<file path="config.mk">
export PLATFORM = sky130hd
export DESIGN_NAME = spi_flash_reader
export DESIGN_NICKNAME = d
export VERILOG_FILES = /design/src/rtl/spi_flash_reader.sv
export SDC_FILE = /design/constraint.sdc
export NUM_CORES = 1
export LEC_CHECK = 0
export CAP_MARGIN = 20
export CORE_ASPECT_RATIO = 0.75
export CORE_MARGIN = 8
export CORE_UTILIZATION = 49
export CTS_CLUSTER_DIAMETER = 120
export DETAILED_ROUTE_END_ITERATION = 8
export PLACE_DENSITY_LB_ADDON = 0.2
export SLEW_MARGIN = 10
export SYNTH_ARGS = -nofsm -noshare
export SYNTH_HDL_FRONTEND = slang
export SYNTH_SLANG_ARGS = --single-unit
</file>
<file path="constraint.sdc">
create_clock -name clk -period 2 [get_ports clk]
set_input_delay 0.3 -clock clk [delete_from_list [all_inputs] [get_ports clk]]
set_output_delay 0.3 -clock clk [all_outputs]
set_load 0.005 [all_outputs]
</file>
<file path="src/rtl/spi_flash_reader.sv">
// SPI NOR flash reader: issues READ (0x03) + 24-bit address in SPI mode 0,
// then streams req_len bytes out on rd_data/rd_valid.
module spi_flash_reader #(
  parameter int CLK_DIV = 2
) (
  input  logic        clk,
  input  logic        reset,
  input  logic        req_valid,
  output logic        req_ready,
  input  logic [23:0] req_addr,
  input  logic [15:0] req_len,
  output logic [7:0]  rd_data,
  output logic        rd_valid,
  output logic        done,
  output logic        spi_cs,
  output logic        spi_sck,
  output logic        spi_mosi,
  input  logic        spi_miso
);

  typedef enum logic [2:0] {
    IDLE,
    SETUP,
    SHIFT,
    HOLD,
    GAP
  } state_t;

  localparam logic [7:0] CMD  = 8'h03;
  localparam logic [7:0] LAST = 8'(CLK_DIV - 1);

  state_t      state, state_nx;
  logic [7:0]  cnt, cnt_nx;
  logic [31:0] tx, tx_nx;
  logic [7:0]  rx, rx_nx;
  logic [2:0]  bit_cnt, bit_cnt_nx;
  logic [15:0] byte_cnt, byte_cnt_nx;
  logic [1:0]  hdr_cnt, hdr_cnt_nx;
  logic        hdr, hdr_nx;
  logic        cs_nx, sck_nx, mosi_nx;
  logic        ready_nx, done_nx, rv_nx;
  logic [7:0]  rd_data_nx;
  logic        last;

  assign last = (cnt == LAST);

  always_comb begin
    state_nx    = state;
    cnt_nx      = cnt + 8'd1;
    tx_nx       = tx;
    rx_nx       = rx;
    bit_cnt_nx  = bit_cnt;
    byte_cnt_nx = byte_cnt;
    hdr_cnt_nx  = hdr_cnt;
    hdr_nx      = hdr;
    cs_nx       = spi_cs;
    sck_nx      = spi_sck;
    mosi_nx     = spi_mosi;
    ready_nx    = 1'b0;
    done_nx     = 1'b0;
    rv_nx       = 1'b0;
    rd_data_nx  = rd_data;
    unique case (state)
      IDLE: begin
        cnt_nx   = '0;
        ready_nx = 1'b1;
        if (req_valid && req_ready) begin
          ready_nx = 1'b0;
          if (req_len == 16'd0) begin
            done_nx = 1'b1;
          end else begin
            state_nx    = SETUP;
            cs_nx       = 1'b0;
            sck_nx      = 1'b0;
            mosi_nx     = CMD[7];
            tx_nx       = {CMD, req_addr};
            byte_cnt_nx = req_len;
            bit_cnt_nx  = '0;
            hdr_nx      = 1'b1;
            hdr_cnt_nx  = '0;
          end
        end
      end
      SETUP: begin
        if (last) begin
          state_nx = SHIFT;
          cnt_nx   = '0;
          sck_nx   = 1'b1;
        end
      end
      SHIFT: begin
        if (last) begin
          cnt_nx = '0;
          if (spi_sck) begin
            // falling edge: advance MOSI; zero fill drives 0 after header
            sck_nx     = 1'b0;
            tx_nx      = {tx[30:0], 1'b0};
            mosi_nx    = tx[30];
            bit_cnt_nx = bit_cnt + 3'd1;
            if (bit_cnt == 3'd7) begin
              if (hdr) begin
                hdr_cnt_nx = hdr_cnt + 2'd1;
                if (hdr_cnt == 2'd3)
                  hdr_nx = 1'b0;
              end else begin
                byte_cnt_nx = byte_cnt - 16'd1;
              end
            end
          end else if (!hdr && byte_cnt == 16'd0) begin
            state_nx = HOLD;
          end else begin
            sck_nx = 1'b1;
            if (!hdr) begin
              rx_nx = {rx[6:0], spi_miso};
              if (bit_cnt == 3'd7) begin
                rd_data_nx = {rx[6:0], spi_miso};
                rv_nx      = 1'b1;
              end
            end
          end
        end
      end
      HOLD: begin
        if (last) begin
          state_nx = GAP;
          cnt_nx   = '0;
          cs_nx    = 1'b1;
          done_nx  = 1'b1;
        end
      end
      GAP: begin
        if (last) begin
          state_nx = IDLE;
          cnt_nx   = '0;
          ready_nx = 1'b1;
        end
      end
      default: state_nx = IDLE;
    endcase
  end

  always_ff @(posedge clk) begin
    if (reset) begin
      state     <= IDLE;
      cnt       <= '0;
      tx        <= '0;
      rx        <= '0;
      bit_cnt   <= '0;
      byte_cnt  <= '0;
      hdr_cnt   <= '0;
      hdr       <= 1'b0;
      spi_cs    <= 1'b1;
      spi_sck   <= 1'b0;
      spi_mosi  <= 1'b0;
      req_ready <= 1'b0;
      done      <= 1'b0;
      rd_valid  <= 1'b0;
      rd_data   <= '0;
    end else begin
      state     <= state_nx;
      cnt       <= cnt_nx;
      tx        <= tx_nx;
      rx        <= rx_nx;
      bit_cnt   <= bit_cnt_nx;
      byte_cnt  <= byte_cnt_nx;
      hdr_cnt   <= hdr_cnt_nx;
      hdr       <= hdr_nx;
      spi_cs    <= cs_nx;
      spi_sck   <= sck_nx;
      spi_mosi  <= mosi_nx;
      req_ready <= ready_nx;
      done      <= done_nx;
      rd_valid  <= rv_nx;
      rd_data   <= rd_data_nx;
    end
  end

endmodule

</file>
Word level (Yosys, flattened, before mapping):

Index checks and enable logic that the tools add are counted.

* register bits after elaboration: 85
* bits of input ports: 44
* output and inout port bits: 14
* logic and storage cells: 124

* add/subtract/negate cells: 4
* equality and inequality tests: 19
* multiplexer cells: 61
* bitwise gates (word level): 5
* reduce and logical (&&, ||, !) cells: 20

Operators by type and width (number)
* 31-bit 2-to-1 mux: 4
* 16-bit 2-to-1 mux: 6
* 31-bit one-hot mux with 2 select lines: 1
* 3-bit 2-to-1 mux: 12
* 16-bit logical NOT: 2
* 16-bit one-hot mux with 2 select lines: 1
* 2-bit inequality test, second input constant: 12
* 1-bit 2-to-1 mux: 20
* 8-bit one-hot mux with 2 select lines: 1
* 16-bit by 1-bit subtractor with 16-bit output, second input constant: 1
* 3-bit one-hot mux with 5 select lines: 1
* 5-bit AND reduction: 3
* 7-bit AND reduction: 2
* 2-bit 2-to-1 mux: 6
* 6-bit AND reduction: 2
* 1-bit one-hot mux with 2 select lines: 5
* 8-bit by 1-bit adder with 8-bit output, second input constant: 1
* 8-bit by 1-bit equality test with 1-bit output, second input constant: 1
* 8-bit 2-to-1 mux: 1
* 8-bit AND reduction: 1
* 3-bit by 2-bit equality test with 1-bit output, second input constant: 2
* 3-bit equality test, second input constant: 2
* 3-bit one-hot mux with 2 select lines: 1
* 6-bit OR reduction: 1
* 14 further kinds: 20

Longest topological paths before layout:

Gate-level depths: netlist (run 1).

* depth after elaboration: 7
* gate-level depth with buffers: 9
* mapped depth without buffers: 7

Worst setup path after synthesis (run 1):

No wires, ideal clock.

* kind: register to register
* start point: reg byte_cnt[0]
* end point: reg byte_cnt[8]
* setup time: 131 ps
* arrival time: 1919 ps
* required time: 1869 ps
* setup slack: -50 ps
* stages on the path, launching flop included: 8
* buffers on the path: 0
* clock period less this slack: 2050 ps
* path through: dfxtp_1 > inv_1 > ha_1 > or4b_1 > or2_2 > or3_1 > a21oi_1 > o32ai_1

* longest elaborated chain between the ends: 6

Ends and longest elaborated chain
* from (decl): RTL line 37 `logic [15:0] byte_cnt, byte_cnt_nx;`
* from (signal assigned): RTL line 165 `byte_cnt <= byte_cnt_nx;`
* 16-bit by 1-bit subtractor with 16-bit output: RTL line 106 `byte_cnt_nx = byte_cnt - 16'd1;`
* 16-bit 2-to-1 mux: RTL line 101 `if (hdr) begin`
* 16-bit 2-to-1 mux: RTL line 100 `if (bit_cnt == 3'd7) begin`
* 16-bit 2-to-1 mux: RTL line 94 `if (spi_sck) begin`
* 16-bit 2-to-1 mux: RTL line 92 `if (last) begin`
* 16-bit one-hot mux with 2 select lines: RTL line 63 `unique case (state)`

Every way passes these cells. The select of a mux whose other input is x is not followed.
A chain may end at the register's enable or synchronous reset.

Worst setup path in the final report (run 1):

* start point: reg cnt[1]
* end point: reg tx[23]

* longest elaborated chain between the ends: 3

Ends and longest elaborated chain
* from (decl): RTL line 33 `logic [7:0] cnt, cnt_nx;`
* from (signal assigned): RTL line 161 `cnt <= cnt_nx;`
* 8-bit by 1-bit equality test with 1-bit output: RTL line 45 `assign last = (cnt == LAST);`
* 2-bit inequality test (no line)
* 5-bit AND reduction (no line)
* to (signal assigned): RTL line 162 `tx <= tx_nx;`
* to (decl): RTL line 34 `logic [31:0] tx, tx_nx;`

Every way passes these cells.

==> reports/summary.md, run 1 <==
In this run the cell area measured after placement is 0.005054 mm². The global-route wire length before repair was 20.71 mm. The total setup violations reported at the end of the flow is 58, and the post-synthesis register bit count is 85. The portion of synthesized cell area occupied by the leading cell type was 42.25%. The worst setup path is captured at a register. The worst hold path belongs to the class reg -> reg. The fraction of layout instances using a drive strength above 1 works out to 36.64%. Once detail routing completed, the nets flagged for antenna violations numbered 0. For the worst clock skew, the log shows 0.02103 ns. Summed over all nets, the half-perimeter wirelength after detailed placement is 7.059 mm. The detailed router finished its first iteration with 391 violations.

For the final worst slack, the log shows -0.3494 ns. The most used flip-flop cell after synthesis is sky130_fd_sc_hd__dfxtp_1. Synthesis produced a netlist with a net count of 537. On the final layout, the worst hold slack is 0.4815 ns. Power density of the placed cells: 649.4 mW/mm².

Of the total synthesized cell area, the portion taken by AND, OR, NAND and NOR gates is 26.81%. The tools report the clock power share as 31.4%. In this run the power spent charging and discharging nets is 1258 µW.

The synthesized netlist devotes 18.61% of its cell area to compound gates. Across the VDD grid, the largest voltage drop is 0.0003843 V. The static leakage came out at 0.002290 µW. TritonCTS built the clock tree. The total clock sinks came out at 85. In the final design database the tool counted 659 nets. The biggest area contributor in the post-synthesis netlist is sky130_fd_sc_hd__dfxtp_1. Global routing used 22.40% of the available tracks across all layers. The floorplan step defined a die boundary enclosing 0.01141 mm².

The count of synthesis-stage warnings from yosys is 0. The final-report max-slew violation count is 0, and the final period demand of the worst path is 2.349 ns. 58 I/O pins were placed. Clock-pin slew was measured on the worst setup and hold paths at 0.11 ns.

For the deepest level of the CTS H-tree, the log shows 3. The final reports fail on setup timing. Combinational logic burns 24.4% of the power.

The number of endpoints with negative hold slack in the final report was 0. The clock insertion delay at the later pin of the skew report was 0.37 ns; the xor and xnor fraction of the mapped netlist area was 1.522%. Width of the die: 120.7 µm. CTS placed an instance of sky130_fd_sc_hd__clkbuf_8 at the clock tree root.

The critical path data required time is 2.25 ns. The congestion estimate from routability-driven global placement came to 0.8970. The timing-limited maximum frequency is 425.6 MHz. After synthesis, the largest family of logic cells by area is simple AND/OR/NAND/NOR gates. The post-synthesis instance area was 0.004028 mm². After detailed routing, the average wire length per cell comes to 20.22 µm.

Entering global routing, the biggest net connects 62 pins. The count of buffers from port buffering came out at 57. Setup repair after global routing could not meet its margin everywhere.

The cell count after synthesis came out at 487. After synthesis, flip-flops and latches occupy 42.25% of the total area. The pre-antenna-repair detailed-routing pass consisted of 5 iterations.

Sequential fraction of design power: 44.2%. After Yosys synthesis, full adders, half adders and majority gates account for 1.864% of the synthesized area. The post-detailed-route DRC marker count came out at 0. The worst relative slew slack came out at 47.41%. Multiplexer cells account for 4.225% of the synthesized area. Counting flops with a built-in enable in the synthesized netlist gives 0. The maximum root-to-sink buffer count came out at 2. The critical-path maximum fanout was 6; the post-route standard cell area excluding fillers was 0.006381 mm². Yosys attributes the largest share of cell area to sky130_fd_sc_hd__dfxtp_1 (42%), sky130_fd_sc_hd__nor2_1 (6.2%), sky130_fd_sc_hd__nand2_1 (5.8%), sky130_fd_sc_hd__a311oi_1 (5.2%), sky130_fd_sc_hd__mux2i_1 (4.2%). The proportion of register bits with asynchronous set or reset after synthesis came out at 0%. The initial utilization of the core area, before any placement, comes to 50.87%. The core footprint is 0.007918 mm², and the vertical die dimension is 94.52 µm.

A synthesized cell averages 8.270 µm². Dividing the detail-routed via count by the number of cells gives 6.135. The transition at the pin with the smallest max-transition slack is 0.7889 ns, and the routed wire length is 14.54 mm. Net switching is 30.35% of the power. The initialized floorplan defines 28 standard-cell rows.

The area growth from synthesis to layout is 58.43%. Cell internal power was estimated by the tool at 2886 µW. Initial antenna violation count: 0.

The worst setup path is launched from a register. The post-layout total power was 4144 µW. The number of antenna diodes in the final layout is 0. The startpoint-to-endpoint class of the critical path was reg -> reg.

The netlist uses 56 different library cells. STA puts the critical path data arrival time at 2.60 ns. Summed over all layers, the global routing overflow is 0. Across the run, the number of max-cap violations was 0. Hold buffer count at cts: 0. The logs give 4089 for the via count of the first global-routing pass and 9 for the number of buffers created by CTS.

The run finished, with violations left. The routed layout has 4411 vias. The share of the clock period used by the worst path works out to 117.5%.
## synthesized netlist by cell type, drive strengths merged (3+ instances only)
cell / count
dfxtp: 85
nor2: 67
nand2: 62
a21oi: 34
clkbuf: 25
a311oi: 24
nand3: 22
nand2b: 18
mux2i: 17
nor3: 16
o21ai: 13
buf: 10
a211oi: 9
nor4: 8
inv: 7
a21o: 6
ha: 6
xor2: 5
a31oi: 4
nand3b: 4
o32ai: 4
or2: 4
and3: 3
nand4: 3
or3: 3
## power groups by stage
stage	clock [µW]	sequential, µW	combinational, µW
detailed placement	0	1840	637
finish	1300	1830	1010
CTS	1300	1810	853
global placement	0	1840	625
global route	1390	1840	1060
floorplan	0	1840	353
## timing repair
action	in CTS	in global routing
cloned	11	1
setup endpoints to repair	70	73
pin swaps	43	23
setup buffers	14	10
gates resized for setup	88	80
hold endpoints to repair	0	0
## cells in the final DEF, fill, tap and decap left out, types with 4 or more instances in the layout
cell,instances
sky130_fd_sc_hd__a211oi_2,5
sky130_fd_sc_hd__a21o_1,6
sky130_fd_sc_hd__a21oi_1,18
sky130_fd_sc_hd__a21oi_2,12
sky130_fd_sc_hd__a21oi_4,4
sky130_fd_sc_hd__a311oi_1,11
sky130_fd_sc_hd__a311oi_2,13
sky130_fd_sc_hd__buf_12,9
sky130_fd_sc_hd__buf_16,7
sky130_fd_sc_hd__buf_4,61
sky130_fd_sc_hd__buf_6,10
sky130_fd_sc_hd__clkbuf_8,9
sky130_fd_sc_hd__clkdlybuf4s50_1,56
sky130_fd_sc_hd__dfxtp_1,82
sky130_fd_sc_hd__ha_1,4
sky130_fd_sc_hd__inv_1,5
sky130_fd_sc_hd__mux2i_1,17
sky130_fd_sc_hd__nand2_1,61
sky130_fd_sc_hd__nand2b_1,11
sky130_fd_sc_hd__nand2b_4,7
sky130_fd_sc_hd__nand3_1,13
sky130_fd_sc_hd__nand3_2,7
sky130_fd_sc_hd__nand3b_1,4
sky130_fd_sc_hd__nor2_1,42
sky130_fd_sc_hd__nor2_2,20
sky130_fd_sc_hd__nor2_4,5
sky130_fd_sc_hd__nor3_1,13
sky130_fd_sc_hd__nor4_2,5
sky130_fd_sc_hd__o21ai_2,6
sky130_fd_sc_hd__o21ai_4,4
sky130_fd_sc_hd__xor2_1,5
## state kept, by name, summed over array words and instances (netlist names)
signal	count
cnt	8
bit_cnt	3
done	1
byte_cnt	16
hdr	1
spi_mosi	1
spi_sck	1
state	3
rd_valid	1
rx	7
rd_data	8
req_ready	1
hdr_cnt	2
spi_cs	1
tx	31
## metrics by stage
stage | utilization, % | setup slack, ns | TNS (ns) | instances
floorplan | - | 0.007943 | 0 | 487
global placement | 63.83 | -0.2431 | -11.36 | 672
detailed placement | 63.83 | -0.3914 | -19.07 | 672
CTS | 75.25 | -0.1525 | -3.375 | 712
global route | 80.59 | -0.3733 | -12.22 | 719
finish | 80.59 | -0.3494 | -8.012 | 719
## critical path, stage by stage (launching register included)
cell	delay (ns)
sky130_fd_sc_hd__dfxtp_2	0.34
sky130_fd_sc_hd__inv_2	0.06
sky130_fd_sc_hd__ha_4	0.11
sky130_fd_sc_hd__or4b_4	0.47
sky130_fd_sc_hd__buf_6	0.14
sky130_fd_sc_hd__nor4_4	0.20
sky130_fd_sc_hd__o21a_4	0.21
sky130_fd_sc_hd__buf_12	0.12
sky130_fd_sc_hd__buf_12	0.11
sky130_fd_sc_hd__buf_16	0.12
sky130_fd_sc_hd__nor2_2	0.04
sky130_fd_sc_hd__a311oi_1	0.31
## worst paths after layout
kind	startpoint	end	slack, ns	depth (start not counted)
hold / removal	tx[2]	tx[3]	0.48	2
setup / recovery	cnt[1]	tx[23]	-0.35	11
hold reg to reg	tx[2]	tx[3]	0.48	2
setup reg to reg	cnt[1]	tx[23]	-0.35	11
## layout make-up
cell class / instances / area (µm²)
well taps: 105 / 131.4
fillers: 472 / 1536
clock inverters: 7 / 85.08
repair buffers: 145 / 1524
clock buffers: 9 / 123.9
flip-flops and latches: 85 / 1705
multi-input cells: 361 / 2785
inverters: 7 / 26.28
## kinds of logic (layout without fill, tap and decap cells)
logic type	Yosys count	after routing
xor gates and xnor gates	7	7
AOI/OAI and AO/OA	108	109
DFF	85	85
adders and majority gates	6	6
buffers and inverters	42	168
and+or+nand+nor	222	222
muxes	17	17
## per-layer routing
metal | global-route usage [%] | routed length, µm | up-vias
met4 | 9.326 | 439 | 0
met3 | 5.546 | 1148 | 48
met1 | 28.17 | 5827 | 2113
met5 | 0 | 0 | -
met2 | 36.27 | 7123 | 255
li1 | - | - | 1995
Power figures use the tool's default switching activity.
==> run 2, diff against run 1 <==
--- a/config.mk
+++ b/config.mk
@@ -8,11 +8,11 @@
 export CAP_MARGIN = 20
 export CORE_ASPECT_RATIO = 0.75
 export CORE_MARGIN = 8
-export CORE_UTILIZATION = 49
+export CORE_UTILIZATION = 54
 export CTS_CLUSTER_DIAMETER = 120
 export DETAILED_ROUTE_END_ITERATION = 8
 export PLACE_DENSITY_LB_ADDON = 0.2
-export SLEW_MARGIN = 10
+export SLEW_MARGIN = 20
 export SYNTH_ARGS = -nofsm -noshare
 export SYNTH_HDL_FRONTEND = slang
 export SYNTH_SLANG_ARGS = --single-unit
==> constraint.sdc (replaced) <==
create_clock -name clk -period 2.3 [get_ports clk]
set_input_delay 0.345 -clock clk [delete_from_list [all_inputs] [get_ports clk]]
set_output_delay 0.345 -clock clk [all_outputs]
set_load 0.005 [all_outputs]
==> run 2 against run 1 <==
Against the previous run: the run now ends clean; sequential share of layout area grew 6.3 points; cell area decreased by 19%; critical path depth decreased by 4; global-route usage shrank 4.2 points; critical path type unchanged; critical endpoint is now byte_cnt[0]; highest routed layer unchanged.
==> reports/summary.md, run 2 (same netlist as run 1, synthesis figures left out) <==
The flow ran to the end, and the final reports show no timing, DRC or antenna violations. The run gives 58.05% (was 47.41%) as the worst relative slew slack. Setup repair after global routing could not meet its margin everywhere. Biggest regs: tx: 31 flops, byte_cnt: 16 flops (unchanged). Top register by number of flip-flops: tx (unchanged). Width of the die: 115.7 µm (was 120.7 µm). The worst ir drop on vdd came out at 0.0003543 V (was 0.0003843 V). The fill cell instance count of the final layout came out at 599 (was 472). The max-cap violation count came out at 0 (unchanged). The share of the clock period used by the worst path was 95.41% (was 117.5%); the total inserted antenna cells was 0 (unchanged). The CTS root buffer was sky130_fd_sc_hd__clkbuf_8 (unchanged). The logs give 55.20% (was 50.87%) for the initial core utilization and 3747 (was 4411) for the total number of vias. Placement row count: 27 (was 28). The tools report the via count of the first global-routing pass as 3435 (was 4089). The post-layout total power is 3210 µW (was 4144 µW).

The deepest level of the CTS H-tree was 3 (unchanged). The number of endpoints with negative hold slack in the final report is 0 (unchanged), and the depth of the most critical reg-to-reg path is 7 (was 11). The path category of the worst min-delay check was in -> reg (was reg -> reg). The logs give 0.8738 (was 0.8970) for the final estimated routing congestion in global placement and 0.001702 mm² (was 0.001705 mm²) for the sequential standard cell area. Hold buffer count at cts: 0 (unchanged). Total clock sinks: 85 (unchanged). The kind of cell adding the most delay to the critical path is simple AND/OR/NAND/NOR gates (unchanged). The post-detailed-route DRC marker count was 0 (unchanged); the number of detailed-routing iterations run before antenna repair was 5 (unchanged). Commonest cells after routing, fill and taps aside: sky130_fd_sc_hd__dfxtp_1 (85), sky130_fd_sc_hd__nor2_1 (67), sky130_fd_sc_hd__nand2_1 (62) (was sky130_fd_sc_hd__dfxtp_1 (82), sky130_fd_sc_hd__nand2_1 (61), sky130_fd_sc_hd__buf_4 (61)). Number of placed instances, taps included: 637 (was 672). The most common cell after layout, fill and taps aside is sky130_fd_sc_hd__dfxtp_1 (unchanged).

Worst clock skew: 0.01441 ns (was 0.02103 ns). The number of instances on the worst hold path was 2 (unchanged). Category of the worst setup path capture point: a register (unchanged).

The core footprint came out at 0.007297 mm² (was 0.007918 mm²). The tools report the start point of the critical path as cnt[0] (was cnt[1]). Critical path data required time: 2.57 ns (was 2.25 ns).

The maximum root-to-sink buffer count was 2 (unchanged). The static leakage was 0.001840 µW (was 0.002290 µW); the total setup violations reported at the end of the flow was 0 (was 58). Sequence of cells on the critical path: ha_1 > or4b_4 > nor4_4 > a31oi_2 > buf_12 > or3_1 > a31oi_1 (was inv_2 > ha_4 > or4b_4 > buf_6 > nor4_4 > o21a_4 > buf_12 > buf_12 > buf_16 > nor2_2 > a311oi_1).

The final-report max-slew violation count was 0 (unchanged); the number of logic stages on the critical path including buffering was 7 (was 11). Startpoint-to-endpoint class of the critical path: reg -> reg (unchanged). TritonCTS built the clock tree. The startpoint class of the critical path was a register (unchanged). The die footprint came out at 0.01051 mm² (was 0.01141 mm²). The clock insertion delay at the later pin of the skew report is 0.35 ns (was 0.37 ns).

The origin of the worst min-delay path was reset (was tx[2]). Timing-limited maximum frequency: 455.7 MHz (was 425.6 MHz). The transition at the pin with the smallest max-transition slack works out to 0.6272 ns (was 0.7889 ns). The initial antenna violation count was 0 (unchanged).

The count of boundary I/O pins is 58 (unchanged). The logs give 6.726 mm (was 7.059 mm) for the post-DP HPWL and 0 (unchanged) for the leftover overflow at the end of global routing. The power density of the placed cells is 623.0 mW/mm² (was 649.4 mW/mm²).

Worst setup timing slack at the placement stage: -0.07286 ns (was -0.3914 ns). The global-route wire length before repair was 15.93 mm (was 20.71 mm). The count of buffers from port buffering is 57 (unchanged). The run gives 62 (unchanged) as the pin count of the biggest net entering global routing. The routed via count divided by cell count is 5.695 (was 6.135), and the flip-flop count of the largest register after layout is 31 (unchanged).

The fraction of layout instances using a drive strength above 1 was 11.49% (was 36.64%); the remaining number of nets flagged by the antenna check after routing was 0 (unchanged). The final non-filler cell total came out at 658 (was 719). Standard cell with the maximum stage delay on the critical path: sky130_fd_sc_hd__or4b_4 (unchanged). For the routed wire length, the log shows 9.908 mm (was 14.54 mm). The run gives 356 (was 391) as the iteration-0 DRC count of the detailed router. The buffer and inverter count on the worst path works out to 1 (was 5). The final worst slack is 0.1056 ns (was -0.3494 ns), and the final period demand of the worst path is 2.194 ns (was 2.349 ns). Largest incremental delay on the critical path: 0.52 ns (was 0.47 ns). The growth of design area from synthesis to finish was 27.93% (was 58.43%); the data arrival time at the worst-slack endpoint was 2.47 ns (was 2.60 ns).

The critical-path maximum fanout is 33 (was 6), and the routed wirelength normalized by instance count is 15.06 µm (was 20.22 µm). The tools report the source of the worst register-to-register timing path as cnt[0] (was cnt[1]). The vertical die dimension was 90.79 µm (was 94.52 µm).

The run gives 0.002186 mm² (was 0.002785 mm²) as the area occupied by multi-input gates. The final net count was 602 (was 659); the number of buffers created by CTS was 9 (unchanged). The clock-pin transition on the worst setup and hold timing paths was 0.09 ns (was 0.11 ns). The global-route usage over all layers was 18.17% (was 22.40%).
-- run 2: cell count changes in the layout (fill, tap and decap cells not counted), sizes merged --
| cell | before | now |
|---|---|---|
| inv | 9 | 8 |
| clkbuf | 9 | 13 |
| clkinv | 3 | 2 |
| buf | 89 | 31 |
| o21a | 3 | 2 |
-- run 2: repair_timing --
item,4_1_cts,5_1_grt
setup buffers,0,3
setup endpoints to repair,0,40
gates resized for setup,0,6
-- run 2: final cells by class --
type	instances	share of cell area [%]
clock buffer	11	2.938
clock inverter	5	1.287
inverter	7	0.5100
multi-input combinational	360	42.42
sequential	85	33.03
tap	101	2.453
timing repair buffer	89	17.36
-- run 2: through the flow --
step / hold slack (ns) / util (%) / setup TNS [ns] / cell area [µm²]
detailed placement: 0.4616 / 65.91 / -0.9383 / 4810
CTS: 0.4308 / 68.90 / 0 / 5027
finish: 0.4471 / 70.61 / 0 / 5152
global route: 0.4503 / 70.61 / -0.02747 / 5152
global placement: 0.4544 / 65.91 / 0 / 4810
floorplan: 0.4446 / - / 0 / 4028
-- run 2: report_power, final --
group	switching, µW	total, µW	internal (µW)
registers	42.0	1570	1530
clock network	541	1110	573
logic	266	522	256
-- run 2: layer usage --
| layer | part of all wire [%] | track usage (%) | routed length [µm] | up-vias |
|---|---|---|---|---|
| li1 | - | - | - | 1877 |
| met1 | 47 | 24.26 | 4649 | 1752 |
| met2 | 47 | 28.55 | 4633 | 110 |
| met3 | 5.5 | 4.609 | 549 | 8 |
| met4 | 0.78 | 4.198 | 77 | 0 |
| met5 | 0 | 0 | 0 | - |
-- run 2: path summary, 6_finish.rpt --
| path | to | slack, ns |
|---|---|---|
| setup reg to reg | byte_cnt[0] | 0.11 |
| hold reg to reg | spi_mosi | 0.47 |
| setup / recovery | byte_cnt[0] | 0.11 |
| hold / removal | state[2] | 0.45 |
==> run 3, diff against run 2 <==
--- a/config.mk
+++ b/config.mk
@@ -8,7 +8,7 @@
 export CAP_MARGIN = 20
 export CORE_ASPECT_RATIO = 0.75
 export CORE_MARGIN = 8
-export CORE_UTILIZATION = 54
+export CORE_UTILIZATION = 40
 export CTS_CLUSTER_DIAMETER = 120
 export DETAILED_ROUTE_END_ITERATION = 8
 export PLACE_DENSITY_LB_ADDON = 0.2
==> run 3 against run 2 <==
Against the previous run: hold slack gained 0.018 ns; non-clock buffer count unchanged; setup slack lost 0.020 ns; die area grew 29%; clock-buffer cell count shrank 2; sequential power is essentially flat; critical path type unchanged; critical endpoint is now byte_cnt[8]; highest routed layer unchanged.
==> reports/summary.md, run 3 (same netlist as run 1, synthesis figures left out) <==
The flow ran to the end, and the final reports show no timing, DRC or antenna violations. The run gives 55.81% (was 58.05%) as the worst relative slew slack. The origin of the worst min-delay path was tx[29] (was reset).

The logs give 9 (unchanged) for the number of buffers created by CTS and 0.4656 ns (was 0.4471 ns) for the final hold slack. The critical-path maximum fanout works out to 5 (was 33). The placement row count was 31 (was 27); the largest incremental delay on the critical path was 0.53 ns (was 0.52 ns).

The routed via count divided by cell count is 5.417 (was 5.695), and the worst clock skew is 0.006435 ns (was 0.01441 ns). The logs give 0 (unchanged) for the leftover overflow at the end of global routing and 0 (unchanged) for the number of endpoints with negative hold slack in the final report. The startpoint class of the critical path is a register (unchanged). The switching portion of total power was 25.02% (was 26.44%). The flip-flop count of the largest register after layout works out to 31 (unchanged). For the total setup violations reported at the end of the flow, the log shows 0 (unchanged). Biggest regs: tx: 31 flops, byte_cnt: 16 flops (unchanged).

The post-detailed-route DRC marker count came out at 0 (unchanged). The tools report the count of boundary I/O pins as 58 (unchanged). The run gives 0.001900 µW (was 0.001840 µW) as the static leakage. The combinational share of power is 14.7% (was 16.3%). The pin count of the biggest net entering global routing came out at 62 (unchanged).

The switching power summed over all nets is 920.5 µW (was 848.6 µW), and the timing-limited maximum frequency is 451.6 MHz (was 455.7 MHz). The post-DP HPWL is 6.823 mm (was 6.726 mm), and the final-report max-slew violation count is 0 (unchanged). Commonest cells after routing, fill and taps aside: sky130_fd_sc_hd__dfxtp_1 (85), sky130_fd_sc_hd__nor2_1 (67), sky130_fd_sc_hd__nand2_1 (62) (unchanged). The tools report the category of the worst setup path capture point as a register (unchanged).

The vertical die dimension works out to 102.9 µm (was 90.79 µm). Core footprint: 0.009736 mm² (was 0.007297 mm²). Sequence of cells on the critical path: inv_1 > ha_1 > or4b_4 > or2_2 > or3_1 > a21oi_1 > o32ai_1 (was ha_1 > or4b_4 > nor4_4 > a31oi_2 > buf_12 > or3_1 > a31oi_1). The most common cell after layout, fill and taps aside is sky130_fd_sc_hd__dfxtp_1 (unchanged). Cell internal power dissipation: 2759 µW (was 2361 µW). The maximum root-to-sink buffer count was 2 (unchanged). The total clock sinks was 85 (unchanged); the width of the die was 131.9 µm (was 115.7 µm). The global-route usage over all layers was 14.73% (was 18.17%); the data arrival time at the worst-slack endpoint was 2.41 ns (was 2.47 ns). For the final net count, the log shows 602 (unchanged). The count of buffers from port buffering is 57 (unchanged), and the power density of the placed cells is 686.8 mW/mm² (was 623.0 mW/mm²). For the via count of the first global-routing pass, the log shows 3556 (was 3435). The total number of vias is 3732 (was 3747). The start point of the critical path was byte_cnt[1] (was cnt[0]). The transition at the pin with the smallest max-transition slack was 0.6628 ns (was 0.6272 ns). Top register by number of flip-flops: tx (unchanged). The max-cap violation count was 0 (unchanged). Clock insertion delay at the later pin of the skew report: 0.34 ns (was 0.35 ns). The standard cell with the maximum stage delay on the critical path is sky130_fd_sc_hd__or4b_4 (unchanged). The startpoint-to-endpoint class of the critical path is reg -> reg (unchanged). Clock-pin transition on the worst setup and hold timing paths: 0.06 ns (was 0.09 ns). Deepest level of the CTS H-tree: 3 (unchanged). TritonCTS built the clock tree. The initial core utilization came out at 41.37% (was 55.20%). The run gives 0.7856 (was 0.8738) as the final estimated routing congestion in global placement.

The tools report the routed wire length as 10.35 mm (was 9.908 mm). The final design utilization was 55.03% (was 70.61%); the fraction of layout instances using a drive strength above 1 was 12.93% (was 11.49%). Source of the worst register-to-register timing path: byte_cnt[1] (was cnt[0]). The growth of design area from synthesis to finish works out to 33.02% (was 27.93%). The CTS root buffer is sky130_fd_sc_hd__clkbuf_16 (was sky130_fd_sc_hd__clkbuf_8). The global-route wire length before repair was 16.77 mm (was 15.93 mm). The logs give 2.50 ns (was 2.57 ns) for the critical path data required time and 0 (unchanged) for the remaining number of nets flagged by the antenna check after routing.

The die footprint is 0.01357 mm² (was 0.01051 mm²). The logs give 0 (unchanged) for the initial antenna violation count and 4 (was 5) for the number of detailed-routing iterations run before antenna repair. The final period demand of the worst path was 2.214 ns (was 2.194 ns).

The sequential fraction of design power is 42.8% (was 49.1%), and the share of the clock period used by the worst path is 96.27% (was 95.41%). The path category of the worst min-delay check is reg -> reg (was in -> reg). The logs give 42.4% (was 34.7%) for the clock power share and 240 (was 356) for the iteration-0 DRC count of the detailed router.

The routed wirelength normalized by instance count was 15.02 µm (was 15.06 µm); the total inserted antenna cells was 0 (unchanged). For the worst ir drop on vdd, the log shows 0.0003886 V (was 0.0003543 V).
## run 3: cell count changes in the layout (fill, tap and decap cells not counted), moves of 4 or more
cell	previous run	this run
sky130_fd_sc_hd__clkbuf_16	2	12
sky130_fd_sc_hd__clkbuf_8	11	0
sky130_fd_sc_hd__nor4_1	6	2
sky130_fd_sc_hd__nor4_2	0	5
## run 3: layer usage
layer | routed length (µm) | up-vias | part of all wire [%] | GRT usage (%)
li1 | - | 1872 | - | -
met1 | 4932 | 1769 | 48 | 18.63
met2 | 4706 | 84 | 45 | 23.78
met3 | 640 | 7 | 6.2 | 4.820
met4 | 69 | 0 | 0.67 | 3.958
met5 | 0 | - | 0 | 0
## run 3: worst max-delay path: cells and delay by family (launching register included)
family	cells	cell delay (ns)
buffers and inverters	1	0.08
adder cells (fa/ha/maj)	1	0.24
AND/OR/NAND/NOR	3	1.18
flip-flops	1	0.34
AO/OA/AOI/OAI	2	0.23
## run 3: power by group through the flow
stage / sequential, µW / clock [µW] / combinational, µW
2_1_floorplan: 1600 / 0 / 302
3_3_place_gp: 1610 / 0 / 493
3_5_place_dp: 1610 / 0 / 499
4_1_cts: 1580 / 1600 / 503
5_1_grt: 1580 / 1660 / 593
6_report: 1580 / 1560 / 542
## run 3: timing repair
item	in CTS	in global routing
gates resized for setup	0	12
hold buffers	0	0
hold endpoints to repair	0	0
endpoints found under the setup margin	0	23
buffers inserted	0	1
## run 3: area by class of cell
class / instances / area, µm²
Clock buffer: 9 / 225.2
Sequential cell: 85 / 1702
Timing Repair Buffer: 89 / 920.9
Fill cell: 922 / 4378
Clock inverter: 7 / 97.59
Tap cell: 132 / 165.2
Multi-Input combinational cell: 360 / 2221
Inverter: 7 / 26.28
## run 3: worst paths after layout
check	end	slack, ns	cells past startpoint
max	byte_cnt[8]	0.09	7
min	tx[29]	0.47	2
max reg2reg	byte_cnt[8]	0.09	7
min reg2reg	tx[29]	0.47	2
## run 3: per-stage QoR
stage / setup WS [ns] / TNS (ns) / instances / cell area [µm²] / power, µW
3_3_place_gp: -0.06497 / -0.3860 / 669 / 4881 / 2099
5_1_grt: -0.01987 / -0.01987 / 689 / 5358 / 3841
2_1_floorplan: 0.2499 / 0 / 487 / 4028 / 1902
3_5_place_dp: -0.08242 / -1.851 / 669 / 4881 / 2108
6_report: 0.08586 / 0 / 689 / 5358 / 3680
4_1_cts: 0.04366 / 0 / 685 / 5204 / 3681
